## config.mk

```make
export PLATFORM = sky130hd
export DESIGN_NAME = uart_device_fifo
export DESIGN_NICKNAME = d
export VERILOG_FILES = /design/src/rtl/uart_device_fifo.sv
export SDC_FILE = /design/constraint.sdc
export NUM_CORES = 1
export LEC_CHECK = 0
export BUFFER_PORTS_ARGS = -buffer_cell sky130_fd_sc_hd__buf_2
export CORE_MARGIN = 4
export CORE_UTILIZATION = 30
export DETAILED_ROUTE_END_ITERATION = 10
export PLACE_DENSITY_LB_ADDON = 0.3
export SLEW_MARGIN = 30
export SYNTH_ARGS = -nofsm -noshare
export SYNTH_HDL_FRONTEND = slang
export SYNTH_SLANG_ARGS = --single-unit
```

## constraint.sdc

```tcl
create_clock -name clk -period 2.64 [get_ports clk]
set_clock_uncertainty 0.1 [all_clocks]
set_input_delay 0.528 -clock clk [delete_from_list [all_inputs] [get_ports clk]]
set_output_delay 0.528 -clock clk [all_outputs]
set_load 0.02 [all_outputs]
```

## src/rtl/uart_device_fifo.sv

```systemverilog
// uart_device_fifo: register-mapped full-duplex UART with TX/RX FIFOs, runtime baud divider,
// optional parity, sticky error flags and maskable interrupt. Build option: UART_LOOPBACK_EN.

module uart_device_fifo_buf #(
  parameter int W     = 8,
  parameter int DEPTH = 16
) (
  input  logic         clk,
  input  logic         arst,
  input  logic         push,
  input  logic         pop,
  input  logic [W-1:0] din,
  output logic [W-1:0] dout,
  output logic         empty,
  output logic         full,
  output logic         drop
);
  localparam int AW = $clog2(DEPTH);

  logic [W-1:0] mem_r [DEPTH];
  logic [AW:0]  wr_ptr_r;
  logic [AW:0]  rd_ptr_r;
  logic         pop_s;
  logic         push_s;

  // A full FIFO still accepts a push when the same cycle pops an entry.
  assign empty  = (wr_ptr_r == rd_ptr_r);
  assign full   = (wr_ptr_r[AW] != rd_ptr_r[AW]) && (wr_ptr_r[AW-1:0] == rd_ptr_r[AW-1:0]);
  assign pop_s  = pop & ~empty;
  assign push_s = push & (~full | pop_s);
  assign drop   = push & ~push_s;
  assign dout   = mem_r[rd_ptr_r[AW-1:0]];

  // storage write port
  always_ff @(posedge clk) begin
    if (push_s) mem_r[wr_ptr_r[AW-1:0]] <= din;
  end

  // read/write pointers
  always_ff @(posedge clk or negedge arst) begin
    if (!arst) begin
      wr_ptr_r <= '0;
      rd_ptr_r <= '0;
    end else begin
      if (push_s) wr_ptr_r <= wr_ptr_r + (AW+1)'(1);
      if (pop_s)  rd_ptr_r <= rd_ptr_r + (AW+1)'(1);
    end
  end
endmodule

module uart_device_fifo #(
  parameter int DATA_BITS  = 8,
  parameter int FIFO_DEPTH = 16,
  parameter int DIV_W      = 16,
  parameter int DIV_RST    = 433,
  localparam int BW        = (DATA_BITS > 16) ? DATA_BITS : 16
) (
  input  logic          clk,
  input  logic          arst,
  input  logic          ce,
  input  logic          we,
  input  logic [1:0]    adr,
  input  logic [BW-1:0] wdat,
  output logic [BW-1:0] rdat,
  input  logic          rx,
  output logic          tx,
  output logic          inter,
  input  logic          dis_int
);
`ifdef UART_LOOPBACK_EN
  localparam logic [5:0] CTRL_MASK = 6'h3F;
`else
  localparam logic [5:0] CTRL_MASK = 6'h1F;
`endif

  typedef enum logic [2:0] {S_IDLE, S_START, S_DATA, S_PARITY, S_STOP} state_t;

  function automatic logic parity_bit(input logic [DATA_BITS-1:0] d, input logic odd);
    return (^d) ^ odd;
  endfunction

  logic                 rd_s, wr_s, stat_clr_s;
  logic [5:0]           ctrl_r;
  logic [DIV_W-1:0]     baud_r;
  logic                 rx_overrun_r, frame_err_r, parity_err_r, tx_drop_r;
  logic [7:0]           status_s;
  logic                 tx_empty_s, tx_full_s, tx_drop_s, tx_pop_s;
  logic [DATA_BITS-1:0] tx_dout_s;
  logic                 rx_empty_s, rx_full_s, rx_drop_s, rx_pop_s;
  logic [DATA_BITS-1:0] rx_dout_s;

  state_t               tx_state_r;
  logic [DIV_W-1:0]     tx_div_r, tx_cnt_r;
  logic [DATA_BITS-1:0] tx_shift_r;
  logic [3:0]           tx_bit_r;
  logic                 tx_par_en_r, tx_par_r, tx_line_r;

  state_t               rx_state_r;
  logic                 rx_src_s, rx_s1_r, rx_s2_r, rx_armed_r;
  logic [DIV_W-1:0]     rx_div_r, rx_cnt_r;
  logic [DATA_BITS-1:0] rx_shift_r;
  logic [3:0]           rx_bit_r;
  logic                 rx_par_en_r, rx_par_odd_r, rx_par_bad_r;
  logic                 rx_push_r, rx_frame_evt_r, rx_par_evt_r;

  assign rd_s       = ce & ~we;
  assign wr_s       = ce & we;
  assign stat_clr_s = rd_s & (adr == 2'd1);
  assign rx_pop_s   = rd_s & (adr == 2'd0) & ~rx_empty_s;
  assign status_s   = {tx_drop_r, parity_err_r, frame_err_r, rx_overrun_r,
                       tx_full_s, tx_empty_s, rx_full_s, rx_empty_s};

`ifdef UART_LOOPBACK_EN
  assign rx_src_s = ctrl_r[5] ? tx_line_r : rx;
  assign tx       = tx_line_r | ctrl_r[5];
`else
  assign rx_src_s = rx;
  assign tx       = tx_line_r;
`endif

  uart_device_fifo_buf #(.W(DATA_BITS), .DEPTH(FIFO_DEPTH)) u_tx_fifo (
    .clk(clk), .arst(arst), .push(wr_s & (adr == 2'd0)), .pop(tx_pop_s),
    .din(wdat[DATA_BITS-1:0]), .dout(tx_dout_s), .empty(tx_empty_s), .full(tx_full_s),
    .drop(tx_drop_s)
  );

  uart_device_fifo_buf #(.W(DATA_BITS), .DEPTH(FIFO_DEPTH)) u_rx_fifo (
    .clk(clk), .arst(arst), .push(rx_push_r), .pop(rx_pop_s),
    .din(rx_shift_r), .dout(rx_dout_s), .empty(rx_empty_s), .full(rx_full_s),
    .drop(rx_drop_s)
  );

  // bus register file, sticky flags (set beats clear), read data and interrupt
  always_ff @(posedge clk or negedge arst) begin
    if (!arst) begin
      ctrl_r       <= 6'd0;
      baud_r       <= DIV_W'(DIV_RST);
      rdat         <= '0;
      rx_overrun_r <= 1'b0;
      frame_err_r  <= 1'b0;
      parity_err_r <= 1'b0;
      tx_drop_r    <= 1'b0;
      inter        <= 1'b0;
    end else begin
      if (wr_s && adr == 2'd2) ctrl_r <= wdat[5:0] & CTRL_MASK;
      if (wr_s && adr == 2'd3) baud_r <= wdat[DIV_W-1:0];
      if (rd_s) begin
        case (adr)
          2'd0:    rdat <= rx_empty_s ? '0 : BW'(rx_dout_s);
          2'd1:    rdat <= BW'(status_s);
          2'd2:    rdat <= BW'(ctrl_r);
          2'd3:    rdat <= BW'(baud_r);
          default: rdat <= '0;
        endcase
      end
      rx_overrun_r <= (rx_overrun_r & ~stat_clr_s) | rx_drop_s;
      frame_err_r  <= (frame_err_r  & ~stat_clr_s) | rx_frame_evt_r;
      parity_err_r <= (parity_err_r & ~stat_clr_s) | rx_par_evt_r;
      tx_drop_r    <= (tx_drop_r    & ~stat_clr_s) | tx_drop_s;
      inter        <= ~dis_int & ((ctrl_r[0] & ~rx_empty_s) | (ctrl_r[1] & tx_empty_s) |
                                  (ctrl_r[2] & (|status_s[7:4])));
    end
  end

  // A new frame starts straight from IDLE or from the last STOP clock, so frames run gap-free.
  assign tx_pop_s = ~tx_empty_s & ((tx_state_r == S_IDLE) ||
                                   (tx_state_r == S_STOP && tx_cnt_r == tx_div_r));

  // transmit framing
  always_ff @(posedge clk or negedge arst) begin
    if (!arst) begin
      tx_state_r  <= S_IDLE;
      tx_div_r    <= '0;
      tx_cnt_r    <= '0;
      tx_shift_r  <= '0;
      tx_bit_r    <= 4'd0;
      tx_par_en_r <= 1'b0;
      tx_par_r    <= 1'b0;
      tx_line_r   <= 1'b1;
    end else if (tx_pop_s) begin
      tx_state_r  <= S_START;
      tx_line_r   <= 1'b0;
      tx_cnt_r    <= '0;
      tx_bit_r    <= 4'd0;
      tx_shift_r  <= tx_dout_s;
      tx_div_r    <= baud_r;
      tx_par_en_r <= ctrl_r[3];
      tx_par_r    <= parity_bit(tx_dout_s, ctrl_r[4]);
    end else if (tx_state_r != S_IDLE && tx_cnt_r != tx_div_r) begin
      tx_cnt_r <= tx_cnt_r + DIV_W'(1);
    end else begin
      tx_cnt_r <= '0;
      case (tx_state_r)
        S_IDLE: tx_line_r <= 1'b1;
        S_START: begin
          tx_state_r <= S_DATA;
          tx_line_r  <= tx_shift_r[0];
        end
        S_DATA: begin
          if (tx_bit_r == 4'(DATA_BITS - 1)) begin
            tx_state_r <= tx_par_en_r ? S_PARITY : S_STOP;
            tx_line_r  <= tx_par_en_r ? tx_par_r : 1'b1;
          end else begin
            tx_bit_r   <= tx_bit_r + 4'd1;
            tx_shift_r <= tx_shift_r >> 1;
            tx_line_r  <= tx_shift_r[1];
          end
        end
        S_PARITY: begin
          tx_state_r <= S_STOP;
          tx_line_r  <= 1'b1;
        end
        default: begin
          tx_state_r <= S_IDLE;
          tx_line_r  <= 1'b1;
        end
      endcase
    end
  end

  // two-flop synchroniser for the asynchronous serial input
  always_ff @(posedge clk or negedge arst) begin
    if (!arst) begin
      rx_s1_r <= 1'b1;
      rx_s2_r <= 1'b1;
    end else begin
      rx_s1_r <= rx_src_s;
      rx_s2_r <= rx_s1_r;
    end
  end

  // receive framing; a good stop bit re-arms at once, a low one waits for the line to rise
  always_ff @(posedge clk or negedge arst) begin
    if (!arst) begin
      rx_state_r     <= S_IDLE;
      rx_armed_r     <= 1'b0;
      rx_div_r       <= '0;
      rx_cnt_r       <= '0;
      rx_shift_r     <= '0;
      rx_bit_r       <= 4'd0;
      rx_par_en_r    <= 1'b0;
      rx_par_odd_r   <= 1'b0;
      rx_par_bad_r   <= 1'b0;
      rx_push_r      <= 1'b0;
      rx_frame_evt_r <= 1'b0;
      rx_par_evt_r   <= 1'b0;
    end else begin
      rx_push_r      <= 1'b0;
      rx_frame_evt_r <= 1'b0;
      rx_par_evt_r   <= 1'b0;
      case (rx_state_r)
        S_IDLE: begin
          rx_cnt_r <= '0;
          rx_bit_r <= 4'd0;
          if (rx_armed_r && !rx_s2_r) begin
            rx_state_r   <= S_START;
            rx_div_r     <= baud_r;
            rx_par_en_r  <= ctrl_r[3];
            rx_par_odd_r <= ctrl_r[4];
            rx_par_bad_r <= 1'b0;
          end else if (rx_s2_r) begin
            rx_armed_r <= 1'b1;
          end
        end
        S_START: begin
          if (rx_cnt_r == (rx_div_r >> 1)) begin
            rx_cnt_r   <= '0;
            rx_state_r <= rx_s2_r ? S_IDLE : S_DATA;
          end else begin
            rx_cnt_r <= rx_cnt_r + DIV_W'(1);
          end
        end
        S_DATA: begin
          if (rx_cnt_r == rx_div_r) begin
            rx_cnt_r   <= '0;
            rx_shift_r <= {rx_s2_r, rx_shift_r[DATA_BITS-1:1]};
            if (rx_bit_r == 4'(DATA_BITS - 1)) begin
              rx_state_r <= rx_par_en_r ? S_PARITY : S_STOP;
            end else begin
              rx_bit_r <= rx_bit_r + 4'd1;
            end
          end else begin
            rx_cnt_r <= rx_cnt_r + DIV_W'(1);
          end
        end
        S_PARITY: begin
          if (rx_cnt_r == rx_div_r) begin
            rx_cnt_r     <= '0;
            rx_par_bad_r <= rx_s2_r ^ parity_bit(rx_shift_r, rx_par_odd_r);
            rx_state_r   <= S_STOP;
          end else begin
            rx_cnt_r <= rx_cnt_r + DIV_W'(1);
          end
        end
        S_STOP: begin
          if (rx_cnt_r == rx_div_r) begin
            rx_cnt_r       <= '0;
            rx_state_r     <= S_IDLE;
            rx_armed_r     <= rx_s2_r;
            rx_push_r      <= 1'b1;
            rx_frame_evt_r <= ~rx_s2_r;
            rx_par_evt_r   <= rx_par_bad_r;
          end else begin
            rx_cnt_r <= rx_cnt_r + DIV_W'(1);
          end
        end
        default: rx_state_r <= S_IDLE;
      endcase
    end
  end
endmodule
```

==> results.py, run 1 <==
metrics = {
    "clock_network": {
        "clockBufferDepth": 3,
        "path_clk_slew_ns": 0.06,
        "cts_tree": "built",
        "cts-buffers-inserted": 46,
        "cts-htree-levels": 2,
        "clk_latency_ns": 0.59,
        "cts_root_buf": "clkbuf_16",
        "clock-sinks": 424,
    },
    "synthesis": {
        "synth_area_mm2": 0.01807,
        "ys_types": 60,
        "seq_area_frac_synth_pct": 65.85,
        "yosys.area.top_type": "edfxtp_1",
        "ys_warn_count": 0,
        "syn_area_per_cell_um2": 15.12,
        "synth_top_area_share_pct": 42.54,
        "yosysMostFrequentCell": "edfxtp_1",
        "synth_seq_cells": 424,
        "synth_area_leaders": "edfxtp_1 43%, dfrtp_1 22%, mux4_2 7.1%, mux2_2 3.7%, xnor2_1 3.3%",
        "synth_nets": 1233,
        "synthTopCellsByCount": "256 x edfxtp_1, 160 x dfrtp_1, 125 x nand2_1, 68 x xnor2_1, 59 x mux2_2",
        "synth_cells": 1195,
        "synth_edf_count": 256,
        "async_flop_share_pct": 39.62,
        "synth_ff_type": "edfxtp_1",
    },
    "drt": {
        "wl_per_cell_um": 19.35,
        "final_antenna_net_count": 0,
        "dr.pass1.iters": 5,
        "drc": 0,
        "num_vias": 10260,
        "via_per_inst": 4.770,
        "drt_wl_total_um": 41610,
        "drt_iter0_markers": 734,
    },
    "layout": {
        "finalNetCount": 1380,
        "synthToLayoutAreaGrowth_pct": 20.58,
        "final_util_pct": 36.72,
        "drive_above_1_share_pct": 28.20,
    },
    "placement": {
        "dpl.hpwl_um": 28320,
        "pre_cts_ws_ns": -0.2026,
        "place_congestion": 0.7976,
        "io_buffers": 41,
    },
    "floorplanning": {
        "die_w_um": 253.4,
        "rows": 89,
        "ios": 42,
        "dieArea_mm2": 0.06423,
        "core_mm2": 0.05935,
        "fp.dieH_um": 253.4,
        "start_util_pct": 30.45,
    },
    "sta": {
        "finalCritPeriodShare_pct": 98.56,
        "fmax_ghz": 0.3843,
        "fin_ws_ns": 0.03808,
        "rsz0062_at_grt": "true",
        "hold_viol_final": 0,
        "slew_headroom_pct": 45.13,
        "timing.final.crit_period_ns": 2.602,
        "maxSlewViolCount": 0,
        "setup_viol": 0,
        "tightest_slew_ns": 0.8201,
    },
    "critical_path": {
        "critPathCaptureType": "flop",
        "required_ns": 2.82,
        "r2r_end": "u_tx_fifo.mem_r[7][7]$_DFFE_PP_",
        "reg2reg_setup_slack_ns": 0.04,
        "r2r-start": "tx_cnt_r[14]$_DFF_PN0_",
        "cp.arrival_ns": 2.78,
        "rr_worst_depth": 11,
        "worstPathMaxFanout": 6,
        "path_class": "reg2reg",
        "cp-start-kind": "flop",
    },
    "global_routing": {
        "antenna_found_initial": 1,
        "grt-ovfl-total": 0,
        "grt_usage_pct": 13.08,
        "grt_pass1_wl_um": 64740,
        "grt_max_degree": 52,
        "grt_pass1_vias": 10590,
    },
    "hold_path": {
        "hp-class": "in2reg",
        "whs_path_depth": 2,
        "hold_end": "baud_r[13]$_DFFE_PN0P_",
        "worstHoldStart": "wdat[13]",
    },
    "power": {
        "p_leak_nw": 8.240,
        "vdd_drop_max_v": 0.0004674,
        "p_per_area_mw_per_mm2": 966.1,
    },
    "flow_run": {
        "drv_cap": 0,
    },
    "outcome": {
        "status": "complete, no violations",
    },
}
[worst max path at each step]
stage,end,slack (ns),cells after the start,startpoint
2_1_floorplan,u_tx_fifo.mem_r[3][0]$_DFFE_PP_,0.03,8,tx_cnt_r[6]$_DFF_PN0_
3_3_place_gp,u_rx_fifo.mem_r[11][2]$_DFFE_PP_,-0.14,7,we
3_5_place_dp,u_rx_fifo.mem_r[11][4]$_DFFE_PP_,-0.20,7,we
4_1_cts,u_tx_fifo.mem_r[6][6]$_DFFE_PP_,-0.002,11,tx_cnt_r[8]$_DFF_PN0_
5_1_grt,u_tx_fifo.mem_r[7][6]$_DFFE_PP_,-0.06,11,tx_cnt_r[11]$_DFF_PN0_
6_report,u_tx_fifo.mem_r[7][7]$_DFFE_PP_,0.04,11,tx_cnt_r[14]$_DFF_PN0_
[report_power, final]
group / internal, mW / switching (mW) / leakage (nW)
Combinational: 3.06 / 2.90 / 3.01
Clock: 3.97 / 2.60 / 0.767
Sequential: 7.75 / 0.773 / 4.46
[repair_timing]
| item | 4_1_cts | 5_1_grt |
|---|---|---|
| cloned | 0 | 1 |
| gates resized for setup | 17 | 27 |
| endpoints found under the setup margin | 100 | 131 |
| hold buffers | 2 | 0 |
| endpoints found under the hold margin | 42 | 0 |
| pin swaps | 4 | 9 |
| buffers inserted | 0 | 9 |
[critical path: stages (launching register included)]
cell and delay [ns]:
dfrtp_1 0.41, xnor2_2 0.21, nand4_1 0.16, o41ai_2 0.35
buf_4 0.16, a21boi_2 0.06, nor2b_1 0.12, buf_4 0.15
buf_6 0.09, and3b_2 0.22, and2_4 0.16, buf_6 0.12
[layer usage]
metal	vias up	share of wire, %	GRT usage [%]
li1	4784	-	-
met1	5225	47	18.84
met2	182	47	20.52
met3	64	3.6	2.126
met4	0	2.2	3.767
met5	-	0	0
[metrics by stage]
step / power (mW) / instances / instance area, um2 / hold WS (ns) / TNS, ns
floorplan: 12.44 / 1195 / 18070 / 0.1324 / 0
global placement: 14.30 / 2059 / 20020 / 0.2462 / -17.49
detailed placement: 14.36 / 2059 / 20020 / 0.2475 / -22.05
CTS: 21.04 / 2143 / 21650 / 0.03842 / -0.006487
global route: 22.20 / 2149 / 21790 / 0.05016 / -1.274
finish: 21.05 / 2150 / 21790 / 0.07898 / 0
[cell type report]
| type | instances | area [um2] |
|---|---|---|
| tap | 773 | 967.2 |
| antenna | 1 | 2.502 |
| clock buffer | 65 | 1314 |
| fill | 5528 | 37560 |
| multi-input combinational | 698 | 5968 |
| clock inverter | 17 | 239.0 |
| inverter | 12 | 45.04 |
| timing repair buffer | 160 | 1351 |
| sequential | 424 | 11910 |
[placed cells by master, fill, tap and decap left out, types with 10 or more instances in the layout]
master / instances
edfxtp_1: 256
dfrtp_1: 157
nand2_1: 124
buf_4: 92
xnor2_1: 62
mux2_2: 59
o21ai_0: 57
mux4_2: 57
clkbuf_16: 48
nor2_1: 42
buf_2: 40
xor2_1: 30
a21oi_1: 20
nand4_1: 19
nand2b_1: 18
nand3_1: 17
a22oi_1: 14
ha_1: 14
a22o_1: 13
mux4_1: 13
buf_12: 13
inv_1: 12
nor3_1: 12
nor2b_1: 12
clkbuf_1: 11
and2_4: 10
buf_6: 10
[state kept, by name, indices dropped and copies added, names as in the netlist, 3 cells and up]
signal / count
ctrl_r: 5
rdat: 16
rx_state_r: 3
u_tx_fifo.mem_r: 128
u_tx_fifo.rd_ptr_r: 5
u_rx_fifo.wr_ptr_r: 5
tx_bit_r: 4
rx_div_r: 16
u_rx_fifo.rd_ptr_r: 5
u_tx_fifo.wr_ptr_r: 5
tx_shift_r: 8
tx_state_r: 3
tx_div_r: 16
rx_shift_r: 8
baud_r: 16
rx_bit_r: 4
rx_cnt_r: 16
u_rx_fifo.mem_r: 128
tx_cnt_r: 16
[logic make-up after synthesis]
group                      count (synthesis)  synth area share [%]
AOI/OAI and AO/OA                        142                 5.019
and+or+nand+nor                          304                 8.169
xor gates and xnor gates                 100                 4.964
muxes                                    138                 13.17
adders and majority gates                 14                0.9693
DFF                                      424                 65.85
buffers and inverters                     73                 1.855
Note: power is estimated with default switching activity, not from simulation.
==> inputs of run 2 (changes only) <==
--- a/config.mk
+++ b/config.mk
@@ -6,7 +6,7 @@
 export NUM_CORES = 1
 export LEC_CHECK = 0
 export BUFFER_PORTS_ARGS = -buffer_cell sky130_fd_sc_hd__buf_2
-export CORE_MARGIN = 4
+export CORE_MARGIN = 2
 export CORE_UTILIZATION = 30
 export DETAILED_ROUTE_END_ITERATION = 10
 export PLACE_DENSITY_LB_ADDON = 0.3
==> results.py, run 2 (synthesis gave the netlist of run 1 again) <==
metrics = {
    "power": {
        "p_leak_nw": 8.231,
        "seqPwrFrac_pct": 39.8,
        "p_per_area_mw_per_mm2": 978.7,
        "swShare_pct": 30.29,
        "p_clk_share_pct": 31.6,
        "comb_power_share_pct": 28.6,
        "switchingPower_mw": 6.478,
        "vdd_drop_max_v": 0.0008142,
        "power.internal_mw": 14.91,
    },
    "hold_path": {
        "worstHoldStart": "wdat[10]",
        "hold_end": "baud_r[10]$_DFFE_PN0P_",
        "whs_path_depth": 2,
        "hp-class": "in2reg",
    },
    "critical_path": {
        "r2r_end": "tx_par_r$_DFFE_PN0N_",
        "cpMaxStageDelayCell": "mux4_1",
        "cp_cell_sequence": "buf_12 -> mux4_1 -> a22oi_2 -> nand2_1 -> xor2_1 -> xnor3_1 -> xnor2_2 -> o21ai_1",
        "rr_worst_depth": 8,
        "slowest_delay_ns": 0.60,
        "cp-start-kind": "flop",
        "required_ns": 3.02,
        "cp.arrival_ns": 3.01,
        "critPathCaptureType": "flop",
        "reg2reg_setup_slack_ns": 0.01,
        "path_class": "reg2reg",
        "worstPathMaxFanout": 17,
        "r2r-start": "u_tx_fifo.rd_ptr_r[0]$_DFFE_PN0P_",
    },
    "sta": {
        "finalCritPeriodShare_pct": 99.54,
        "hold_slack_ns": 0.06803,
        "maxSlewViolCount": 0,
        "timing.final.crit_period_ns": 2.628,
        "rsz0062_at_grt": "true",
        "setup_viol": 0,
        "hold_viol_final": 0,
        "tightest_slew_ns": 0.8351,
        "fmax_ghz": 0.3805,
        "slew_headroom_pct": 44.12,
    },
    "clock_network": {
        "clock-sinks": 424,
        "cts_setup_buffers": 0,
        "clockBufferDepth": 3,
        "cts-buffers-inserted": 47,
        "clk_latency_ns": 0.60,
        "cts-htree-levels": 2,
        "cts_tree": "built",
        "path_clk_slew_ns": 0.06,
        "cts_root_buf": "clkbuf_16",
    },
    "global_routing": {
        "grt_max_degree": 59,
        "grt_pass1_vias": 10710,
        "grt_pass1_wl_um": 66320,
        "grt_usage_pct": 13.85,
        "antenna_found_initial": 0,
        "grt-ovfl-total": 0,
    },
    "floorplanning": {
        "start_util_pct": 30.51,
        "die_w_um": 249.4,
        "dieArea_mm2": 0.06222,
        "rows": 89,
        "fp.dieH_um": 249.4,
        "ios": 42,
        "core_mm2": 0.05924,
    },
    "drt": {
        "via_per_inst": 4.832,
        "wl_per_cell_um": 19.68,
        "num_vias": 10380,
        "final_antenna_net_count": 0,
        "dr.pass1.iters": 5,
        "drc": 0,
        "drt_iter0_markers": 739,
        "drt_wl_total_um": 42280,
    },
    "layout": {
        "antennaDiodeCount": 0,
        "finalNetCount": 1376,
        "synthToLayoutAreaGrowth_pct": 20.94,
        "multi_input_area_mm2": 0.005972,
        "fin_cells": 2149,
        "fillers": 5582,
        "seqCellArea_mm2": 0.01190,
        "final_cell_mix": "256 x edfxtp_1, 158 x dfrtp_1, 125 x nand2_1",
        "layout_commonest_cell": "edfxtp_1",
        "drive_above_1_share_pct": 28.20,
    },
    "placement": {
        "dpl.hpwl_um": 28890,
        "io_buffers": 41,
        "place_congestion": 0.7963,
        "dp.cells": 2068,
    },
    "outcome": {
        "status": "complete, no violations",
    },
    "flow_run": {
        "drv_cap": 0,
    },
}
run 2: how the worst max path moves through the flow:
| stage | startpoint | endpoint | slack (ns) | cells after the start |
|---|---|---|---|---|
| after floorplan | tx_cnt_r[6]$_DFF_PN0_ | u_tx_fifo.mem_r[3][0]$_DFFE_PP_ | 0.03 | 8 |
| after global placement | we | u_rx_fifo.mem_r[11][2]$_DFFE_PP_ | -0.30 | 6 |
| after detailed placement | we | u_rx_fifo.mem_r[11][2]$_DFFE_PP_ | -0.39 | 6 |
| after CTS | u_tx_fifo.rd_ptr_r[0]$_DFFE_PN0P_ | tx_par_r$_DFFE_PN0N_ | 0.003 | 8 |
| after global routing | u_tx_fifo.rd_ptr_r[0]$_DFFE_PN0P_ | tx_par_r$_DFFE_PN0N_ | -0.13 | 9 |
| final | u_tx_fifo.rd_ptr_r[0]$_DFFE_PN0P_ | tx_par_r$_DFFE_PN0N_ | 0.01 | 8 |
run 2: power by group through the flow:
stage                     Clock [mW]  Sequential (mW)  Combinational, mW
after CTS                       6.95             8.53               6.16
final                           6.76             8.52               6.11
after global routing            7.24             8.64               6.66
after global placement             0             8.63               5.91
after floorplan                    0             8.40               4.04
after detailed placement           0             8.65               5.97
run 2: repair_timing:
action                                  in CTS  in global routing
endpoints found under the setup margin      97                135
hold endpoints to repair                    54                  0
pin swaps                                    7                  1
resized for setup                           23                 25
hold buffers                                 2                  0
run 2: cell type report:
type | instances | share of cell area [%]
Inverter | 12 | 0.2061
Multi-Input combinational cell | 698 | 27.32
Timing Repair Buffer | 155 | 6.160
Clock buffer | 68 | 6.211
Sequential cell | 424 | 54.47
Tap cell | 773 | 4.425
Clock inverter | 19 | 1.208
run 2: critical path: cells and delay by family, from the launching register on:
family,cells,cell delay [ns]
flip-flops,1,0.40
XOR/XNOR,3,0.77
multiplexers,1,0.60
buffers and inverters,1,0.17
AO/OA/AOI/OAI,2,0.33
AND/OR/NAND/NOR,1,0.13
run 2: layer usage:
metal,track usage (%),up-vias,part of all wire (%)
met5,0,-,0
met4,4.028,0,2.0
met3,2.180,51,4.0
met2,22.00,171,47
met1,19.60,5388,47
li1,-,4773,-
run 2: stage by stage:
step                      instance area (um2)  TNS [ns]  worst slack (ns)  power (mW)  utilization (%)
after floorplan                         18070         0           0.02584       12.44                -
after global placement                  20160    -35.89           -0.2992       14.53            34.04
after detailed placement                20170    -39.06           -0.3908       14.61            34.05
after CTS                               21890         0          0.002720       21.64            36.96
after global routing                    21860    -5.188           -0.1342       22.54            36.89
final                                   21860         0           0.01220       21.39            36.89
==> inputs of run 3 (changes only) <==
--- a/config.mk
+++ b/config.mk
@@ -6,9 +6,11 @@
 export NUM_CORES = 1
 export LEC_CHECK = 0
 export BUFFER_PORTS_ARGS = -buffer_cell sky130_fd_sc_hd__buf_2
+export CORE_ASPECT_RATIO = 1.75
 export CORE_MARGIN = 2
 export CORE_UTILIZATION = 30
 export DETAILED_ROUTE_END_ITERATION = 10
+export MAX_ROUTING_LAYER = met4
 export PLACE_DENSITY_LB_ADDON = 0.3
 export SLEW_MARGIN = 30
 export SYNTH_ARGS = -nofsm -noshare
==> results.py, run 3 (synthesis gave the netlist of run 1 again) <==
metrics = {
    "outcome": {
        "status": "complete, but fails checks",
        "violations": "setup timing",
    },
    "global_routing": {
        "grt_pass1_wl_um": 68540,
        "grt-ovfl-total": 0,
        "grt_max_degree": 66,
        "met1_usage_pct": 15.99,
        "antenna_found_initial": 0,
        "grt_pass1_vias": 11310,
        "grt_usage_pct": 15.06,
        "met2_usage_pct": 28.44,
        "grtUsageMet3_pct": 1.696,
        "busiest_layer": "met2",
    },
    "floorplanning": {
        "die_w_um": 189.5,
        "dieArea_mm2": 0.06230,
        "core_mm2": 0.05985,
        "fp.dieH_um": 328.7,
        "start_util_pct": 30.19,
        "rows": 119,
        "ios": 42,
    },
    "power": {
        "p_clk_share_pct": 30.2,
        "comb_power_share_pct": 29.9,
        "p_per_area_mw_per_mm2": 965.6,
        "seqPwrFrac_pct": 39.9,
        "swShare_pct": 30.38,
        "p_leak_nw": 8.355,
        "power.internal_mw": 14.86,
        "vdd_drop_max_v": 0.0004399,
        "switchingPower_mw": 6.484,
    },
    "drt": {
        "drc": 0,
        "drt_iter0_markers": 679,
        "dr.pass1.iters": 7,
        "final_antenna_net_count": 0,
        "wl_per_cell_um": 20.45,
        "num_vias": 10460,
        "drt_wl_total_um": 44820,
        "via_per_inst": 4.773,
    },
    "sta": {
        "slew_headroom_pct": 45.59,
        "rsz0062_at_grt": "true",
        "maxSlewViolCount": 0,
        "hold_slack_ns": 0.06015,
        "setup_viol": 12,
        "tightest_slew_ns": 0.8131,
        "hold_viol_final": 0,
        "fmax_ghz": 0.3749,
        "timing.final.crit_period_ns": 2.667,
        "fin_ws_ns": -0.02714,
        "finalCritPeriodShare_pct": 101.0,
    },
    "critical_path": {
        "timing.critical_path.to": "u_tx_fifo.mem_r[6][4]$_DFFE_PP_",
        "reg2reg_setup_slack_ns": -0.03,
        "rr_worst_depth": 11,
        "r2r_end": "u_tx_fifo.mem_r[6][4]$_DFFE_PP_",
        "r2r-start": "u_tx_fifo.rd_ptr_r[0]$_DFFE_PN0P_",
        "cp-start-kind": "flop",
        "required_ns": 2.87,
        "cp.arrival_ns": 2.90,
        "worstPathMaxFanout": 5,
        "path_class": "reg2reg",
        "startpoint": "u_tx_fifo.rd_ptr_r[0]$_DFFE_PN0P_",
        "critPathCaptureType": "flop",
    },
    "layout": {
        "drive_above_1_share_pct": 31.10,
        "fin_cells": 2191,
        "antennaDiodeCount": 0,
        "synthToLayoutAreaGrowth_pct": 22.31,
        "finalNetCount": 1409,
        "final_cell_mix": "256 x edfxtp_1, 158 x dfrtp_1, 122 x nand2_1",
        "layout_commonest_cell": "edfxtp_1",
    },
    "clock_network": {
        "cts-htree-levels": 2,
        "path_clk_slew_ns": 0.06,
        "clock-sinks": 424,
        "clockBufferDepth": 3,
        "cts_tree": "built",
        "cts_root_buf": "clkbuf_16",
        "cts-buffers-inserted": 42,
        "clk_latency_ns": 0.57,
    },
    "flow_run": {
        "drv_cap": 0,
    },
    "placement": {
        "place_congestion": 0.8471,
        "io_buffers": 41,
        "dpl.hpwl_um": 31840,
        "dp.cells": 2093,
    },
    "hold_path": {
        "hp-class": "in2reg",
    },
}
==> run 3: cell count changes in the layout (fill, tap and decap cells not counted), sizes merged <==
cell	delta
clkinv	-2
buf	+36
clkinvlp	-1
inv	+3
clkbuf	-10
bufinv	+3
==> run 3: cell type report <==
| cell class | count | area (um2) |
|---|---|---|
| fill | 5664 | 37750 |
| sequential | 424 | 11900 |
| multi-input combinational | 698 | 6012 |
| timing repair buffer | 193 | 1680 |
| clock buffer | 56 | 1144 |
| tap | 786 | 983.4 |
| clock inverter | 22 | 336.6 |
| inverter | 12 | 45.04 |
==> run 3: power groups by stage <==
stage | combinational, mW | sequential [mW] | clock (mW)
after global placement | 5.77 | 8.63 | 0
after global routing | 6.95 | 8.63 | 6.85
final | 6.38 | 8.52 | 6.44
after floorplan | 4.04 | 8.40 | 0
after CTS | 6.00 | 8.52 | 6.63
after detailed placement | 5.82 | 8.65 | 0
==> run 3: worst min-delay path by stage <==
stage / start / endpoint / depth (start not counted) / slack [ns]
2_1_floorplan: arst / baud_r[10]$_DFFE_PN0P_ / 0 / 0.13
3_3_place_gp: rx_s1_r$_DFF_PN1_ / rx_s2_r$_DFF_PN1_ / 0 / 0.25
3_5_place_dp: rx_s1_r$_DFF_PN1_ / rx_s2_r$_DFF_PN1_ / 0 / 0.25
4_1_cts: wdat[14] / baud_r[14]$_DFFE_PN0P_ / 2 / 0.06
5_1_grt: dis_int / inter$_DFF_PN0_ / 2 / 0.06
6_report: dis_int / inter$_DFF_PN0_ / 2 / 0.06
==> run 3: timing repair <==
action	in CTS	in global routing
setup buffers	3	20
pin swaps	6	17
hold buffers	2	0
cloned	0	1
gates resized for setup	26	55
setup endpoints to repair	123	128
hold endpoints to repair	59	0
==> run 3: stage by stage <==
| step | instance area [um2] | utilization (%) | worst slack (ns) | TNS [ns] | total power [mW] |
|---|---|---|---|---|---|
| 2_1_floorplan | 18070 | - | 0.02584 | 0 | 12.44 |
| 3_3_place_gp | 20210 | 33.77 | -0.2796 | -19.31 | 14.41 |
| 3_5_place_dp | 20210 | 33.77 | -0.2610 | -17.71 | 14.47 |
| 4_1_cts | 21790 | 36.41 | 0.003633 | 0 | 21.15 |
| 5_1_grt | 22110 | 36.93 | -0.1268 | -12.33 | 22.43 |
| 6_report | 22110 | 36.93 | -0.02714 | -0.2061 | 21.35 |
==> run 3: layer usage <==
| metal | part of all wire, % | up-vias | routed length [um] |
|---|---|---|---|
| met1 | 37 | 5381 | 16790 |
| met2 | 57 | 171 | 25380 |
| li1 | - | 4836 | - |
| met3 | 2.8 | 70 | 1273 |
| met4 | 3.1 | 0 | 1369 |
| met5 | 0 | - | 0 |
==> run 3: worst max-delay path, stage by stage, from the launching register on <==
cell      delay (ns)
dfrtp_2         0.48
buf_4           0.16
xnor2_1         0.14
nand4_1         0.23
nor2b_2         0.23
a21boi_4        0.21
nor2b_1         0.06
buf_4           0.14
buf_4           0.14
and3b_2         0.21
and2_1          0.18
buf_4           0.16
